[src/rtl/zstr_drain.sv]
// Stream drain/checker: acknowledges transfers, compares data against an incrementing expected word.
// Optional idle timeout is compiled in with ZSTR_DRAIN_TIMEOUT_EN.
module zstr_drain #(
  parameter int unsigned BW   = 8,
  parameter int unsigned LW   = 16,
  parameter int unsigned BP   = 0,
  parameter logic [15:0] SEED = 16'hACE1,
  parameter int unsigned TMO  = 64
) (
  input  logic          z_clk,
  input  logic          z_rst,
  input  logic          z_vld,
  input  logic [BW-1:0] z_bus,
  output logic          z_ack,
  input  logic          start,
  input  logic [LW-1:0] len,
  input  logic [BW-1:0] base,
  output logic          busy,
  output logic          done,
  output logic [LW-1:0] trn_cnt,
  output logic [15:0]   err_cnt,
  output logic          err,
  output logic          tmo
);

  typedef enum logic [1:0] {StIdle, StRun, StDone} state_e;

  state_e        state_q, state_d;
  logic [BW-1:0] exp_q, exp_d;
  logic [LW-1:0] len_q, len_d;
  logic [LW-1:0] trn_q, trn_d;
  logic [15:0]   errc_q, errc_d;
  logic          err_q, err_d;
  logic [15:0]   lfsr_q, lfsr_d;
  logic          rdy;
  logic          xfer;
  logic          mismatch;

`ifdef ZSTR_DRAIN_TIMEOUT_EN
  localparam int unsigned IW = $clog2(TMO + 1);
  logic [IW-1:0] idle_q, idle_d;
  logic          tmo_q, tmo_d;
`endif

  // Ready depends on registered state only, so z_ack never follows z_vld combinationally.
  assign rdy      = (BP == 0) ? 1'b1 : (lfsr_q[0] | lfsr_q[1]);
  assign z_ack    = (state_q == StRun) & rdy;
  assign xfer     = z_ack & z_vld;
  // Case inequality so X/Z on the bus counts as a mismatch in simulation.
  assign mismatch = (z_bus !== exp_q);

  assign busy    = (state_q == StRun);
  assign done    = (state_q == StDone);
  assign trn_cnt = trn_q;
  assign err_cnt = errc_q;
  assign err     = err_q;
`ifdef ZSTR_DRAIN_TIMEOUT_EN
  assign tmo     = tmo_q;
`else
  assign tmo     = 1'b0;
`endif

  always_comb begin
    state_d = state_q;
    exp_d   = exp_q;
    len_d   = len_q;
    trn_d   = trn_q;
    errc_d  = errc_q;
    err_d   = err_q;
    lfsr_d  = lfsr_q;
`ifdef ZSTR_DRAIN_TIMEOUT_EN
    idle_d  = idle_q;
    tmo_d   = tmo_q;
`endif
    case (state_q)
      StIdle, StDone: begin
        if (start) begin
          exp_d   = base;
          len_d   = len;
          trn_d   = '0;
          errc_d  = '0;
          err_d   = 1'b0;
`ifdef ZSTR_DRAIN_TIMEOUT_EN
          idle_d  = '0;
          tmo_d   = 1'b0;
`endif
          state_d = (len == '0) ? StDone : StRun;
        end
      end
      StRun: begin
        lfsr_d = {lfsr_q[14:0], lfsr_q[15] ^ lfsr_q[13] ^ lfsr_q[12] ^ lfsr_q[10]};
        if (xfer) begin
          trn_d = trn_q + 1'b1;
          exp_d = exp_q + 1'b1;
          if (mismatch) begin
            err_d = 1'b1;
            if (errc_q != 16'hFFFF) errc_d = errc_q + 16'd1;
          end
`ifdef ZSTR_DRAIN_TIMEOUT_EN
          idle_d = '0;
`endif
          if (trn_d == len_q) state_d = StDone;
        end
`ifdef ZSTR_DRAIN_TIMEOUT_EN
        else begin
          idle_d = idle_q + 1'b1;
          if (idle_d == IW'(TMO)) begin
            tmo_d   = 1'b1;
            state_d = StDone;
          end
        end
`endif
      end
      default: state_d = StIdle;
    endcase
  end

  always_ff @(posedge z_clk or posedge z_rst) begin
    if (z_rst) begin
      state_q <= StIdle;
      exp_q   <= '0;
      len_q   <= '0;
      trn_q   <= '0;
      errc_q  <= '0;
      err_q   <= 1'b0;
      lfsr_q  <= SEED;
    end else begin
      state_q <= state_d;
      exp_q   <= exp_d;
      len_q   <= len_d;
      trn_q   <= trn_d;
      errc_q  <= errc_d;
      err_q   <= err_d;
      lfsr_q  <= lfsr_d;
    end
  end

`ifdef ZSTR_DRAIN_TIMEOUT_EN
  always_ff @(posedge z_clk or posedge z_rst) begin
    if (z_rst) begin
      idle_q <= '0;
      tmo_q  <= 1'b0;
    end else begin
      idle_q <= idle_d;
      tmo_q  <= tmo_d;
    end
  end
`endif

endmodule

[config.mk]
export PLATFORM = sky130hd
export DESIGN_NAME = zstr_drain
export DESIGN_NICKNAME = d
export VERILOG_FILES = /design/src/rtl/zstr_drain.sv
export SDC_FILE = /design/constraint.sdc
export NUM_CORES = 1
export LEC_CHECK = 0
export ABC_AREA = 1
export CELL_PAD_IN_SITES_DETAIL_PLACEMENT = 1
export CELL_PAD_IN_SITES_GLOBAL_PLACEMENT = 1
export CORE_ASPECT_RATIO = 1.2
export CORE_MARGIN = 5
export CORE_UTILIZATION = 38
export CTS_CLUSTER_SIZE = 16
export DETAILED_ROUTE_END_ITERATION = 12
export PLACE_DENSITY = 0.79
export REMOVE_ABC_BUFFERS = 1
export SYNTH_ARGS = -nofsm -noshare
export SYNTH_HDL_FRONTEND = slang
export SYNTH_SLANG_ARGS = --single-unit
export TNS_END_PERCENT = 100
[constraint.sdc]
create_clock -name z_clk -period 2.7 [get_ports z_clk]
set_input_delay 0.675 -clock z_clk [delete_from_list [all_inputs] [get_ports z_clk]]
set_output_delay 0.675 -clock z_clk [all_outputs]
set_load 0.005 [all_outputs]
==> results.md <==
* Outcome: finished, final reports clean
* Vias in the first global route at 4,200
* DR vias at 3,808
* Clk network pwr share at 29.3%
* XOR/XNOR Fraction of Synth Area at 3.862%
* Main combinational cell family by area after synthesis: simple AND/OR/NAND/NOR gates
* # diodes at 0
* Synth Flop Type: dfrtp_1
* Setup violators final at 0
* Port Buf Inserts at 71
* Initial drt markers at 77
* Post-synth EDFFs at 0
* Fraction of registers with async set/reset at 100.0%
* Largest net degree at the start of global routing at 41
* Arr. time, crit path at 1720 ps
* Synth warn at 0
* Core area at ~0.0096 mm²
* Clk_lat worst skew at 330 ps
* DRC at 0
* Pre-CTS WS at 237.2 ps
* GRT Util Overall at 21.15%
* Fmax achieved at 0.4169 GHz
* DR pass1 iterations at 4
* Power share of the sequential group at 33.8%
* Post-synthesis adder-cell area fraction at 0.9987%
* Net Switching at 1495 µW
* Filler cell count at roughly 1,200
* Antenna violations before repair at 0
* Syn Area/Cell at 7.256 µm²
* Slew Limit Fails at 0
* Rows at 39
* Final WS setup at 301.2 ps
* Post-Synth Simple-Gate Area at a little over a third
* R2R Setup Slk at 490 ps
* # resized after CTS at 0
* Sw Share at 37.64%
* Chip width at a little over 100 µm
* Area grow syn2layout at 31.06%
* GPL Wtd Cong at 0.8345
* Internal power at 2477 µW
* Worst min-delay path class: flop to flop
* HPWL after DPL at 8961 µm
* CTS max path bufs at 2
* CTS H-tree depth at 3
* Most frequent cells in the layout: nand2_1, clkdlybuf4s50_1, inv_1
* Worst VDD drop at 363.3 µV
* Final Skew at 8.222 ps
* Crit-path slowest cell: clkdlybuf4s50_1
* Crit path launch: state_q[0]$_DFFE_PP0P_
* CTS Hold Bufs at 0
* Total design power at roughly 4000 µW
* Syn Inst Count at slightly above 500
* Final period util at 88.85%
* Crit Path Class: flop to output port
* Crit end category: output port
* RSZ-0062 raised after global routing: false
* Post CTS Setup Buffer Count at 0
* Post-DRT Antenna Nets at 0
* Clock transition at path regs at 50 ps
* # clock sinks at 59
* Worst path max stage delay at 560 ps
* First-pass GRT wire length at 20,210 µm
* Post-layout minimum cycle time at roughly 2400 ps
* Layout cells sized above 1 at 9.030%
* R2r startpoint: trn_cnt[1]$_DFFE_PP0P_
* WL final at approximately 12,000 µm
* Starting Density at 39.10%
* Die area at 0.01199 mm²
* P per Cell Area at 806.3 mW/mm²
* Cell breakdown of the critical path: inv_1 > nor2_2 > clkdlybuf4s50_1
* Most common cell after layout, fill and taps aside: nand2_1
* Compound-Gate Fraction of Synth Area at 10.85%
* CTS tree: yes
* Reg area at 0.001476 mm²
* Overflow after GRT at 0
* Die Span Y at between 100 and 150 µm
* Sequential area share after synthesis at 39.28%
* DR vias/cell at around 5.3
* Worst R2R Path Depth at 14
* Cell area after synthesis at 0.003759 mm²
* Multi-input combinational cell area at a little under 0.002 mm²
* Clk root buf: clkbuf_16
* CP startpoint kind: flop
* Final #Nets at 633
* Worst-path fanout max at 7
* Synth cell types at 43
* End of the worst register-to-register path: state_q[0]$_DFFE_PP0P_
* CP endpoint: busy
* Number of synthesized register bits at approximately 60
* Max Cap Viol at 0
* Num CTS Buffers at 9
* Leakage power at 0.002249 µW
* Num ports at 73
* Comb pwr share at between 30% and 40%
* Mux contribution to synthesized area at 0.2996%
* Wire per inst at 16.60 µm
* Final Hold Viols at 0
* Worst EP required at 2030 ps
registers in the layout, summed over array words and instances (netlist names):
| name | count |
|---|---|
| err_cnt | 16 |
| len_q | 16 |
| trn_cnt | 16 |
| exp_q | 8 |
| state_q | 2 |
| err | 1 |
metrics by stage:
| step | instance area, µm² | hold WS, ps | setup TNS, ps | std cells | util [%] |
|---|---|---|---|---|---|
| 3_3_place_gp | 4631 | 510.6 | 0 | 706 | 48.17 |
| 2_1_floorplan | 3679 | 469.4 | -10290 | 504 | - |
| 3_5_place_dp | 4631 | 525.3 | 0 | 706 | 48.17 |
| 4_1_cts | 4926 | 539.3 | 0 | 721 | 51.24 |
| 6_report | 4926 | 543.4 | 0 | 721 | 51.24 |
| 5_1_grt | 4926 | 562.9 | 0 | 721 | 51.24 |
logic make-up after synthesis:
group / after synthesis
buffers and inverters: 84
AO/OA/AOI/OAI: 73
XOR/XNOR: 15
other: 1
multiplexers: 1
adder cells (fa/ha/maj): 3
flip-flops: 59
AND/OR/NAND/NOR: 282
critical path: cells and delay by family (launching register included):
| kind | cells | cell delay, ps |
|---|---|---|
| flip-flops | 1 | 460 |
| buffers and inverters | 2 | 680 |
| AND/OR/NAND/NOR | 1 | 240 |
cell type report:
type / count / area share, %
Sequential cell: 59 / 29.97
Clock buffer: 13 / 5.283
Multi-Input combinational cell: 375 / 39.42
Timing Repair Buffer: 79 / 16.15
Clock inverter: 2 / 0.7112
Tap cell: 123 / 3.124
Inverter: 70 / 5.334
power by group through the flow:
stage	clock, µW	combinational, µW	sequential, µW
after detailed placement	0	1460	1360
after floorplan	0	879	1290
final	1160	1470	1340
after global placement	0	1400	1350
after CTS	1190	1490	1340
after global routing	1220	1660	1380
Yosys cell counts, drive strengths merged (2+ instances only):
master	n	share of area, %
o31ai	3	0.60
inv	69	6.9
dfrtp	59	39
xnor2	8	1.9
ha	3	1.0
o21ai	46	6.1
and2	2	0.33
o22ai	4	0.67
xor2	6	1.4
nand2	151	16
nor4	6	1.0
nand3	62	8.7
nor2	40	5.6
nor3	8	1.7
nand4	10	1.7
nor3b	2	0.40
clkbuf	8	0.80
buf	6	1.3
o21a	2	0.40
o221ai	2	0.47
a21oi	11	1.6
worst min path at each step:
stage	startpoint	endpoint	slack, ps	depth (start not counted)
floorplan	len_q[12]$_DFFE_PP0P_	len_q[12]$_DFFE_PP0P_	470	2
global placement	len_q[12]$_DFFE_PP0P_	len_q[12]$_DFFE_PP0P_	510	2
detailed placement	len_q[12]$_DFFE_PP0P_	len_q[12]$_DFFE_PP0P_	530	2
CTS	len_q[12]$_DFFE_PP0P_	len_q[12]$_DFFE_PP0P_	540	2
global route	len_q[12]$_DFFE_PP0P_	len_q[12]$_DFFE_PP0P_	560	2
finish	len_q[12]$_DFFE_PP0P_	len_q[12]$_DFFE_PP0P_	540	2
routing by layer:
metal	part of all wire (%)	global-route usage, %	wire (µm)
met4	2.0	8.340	242
met3	2.7	2.807	324
met5	0	0	0
met2	53	39.00	6368
met1	42	24.15	5033
Note: power is estimated with default switching activity, not from simulation.
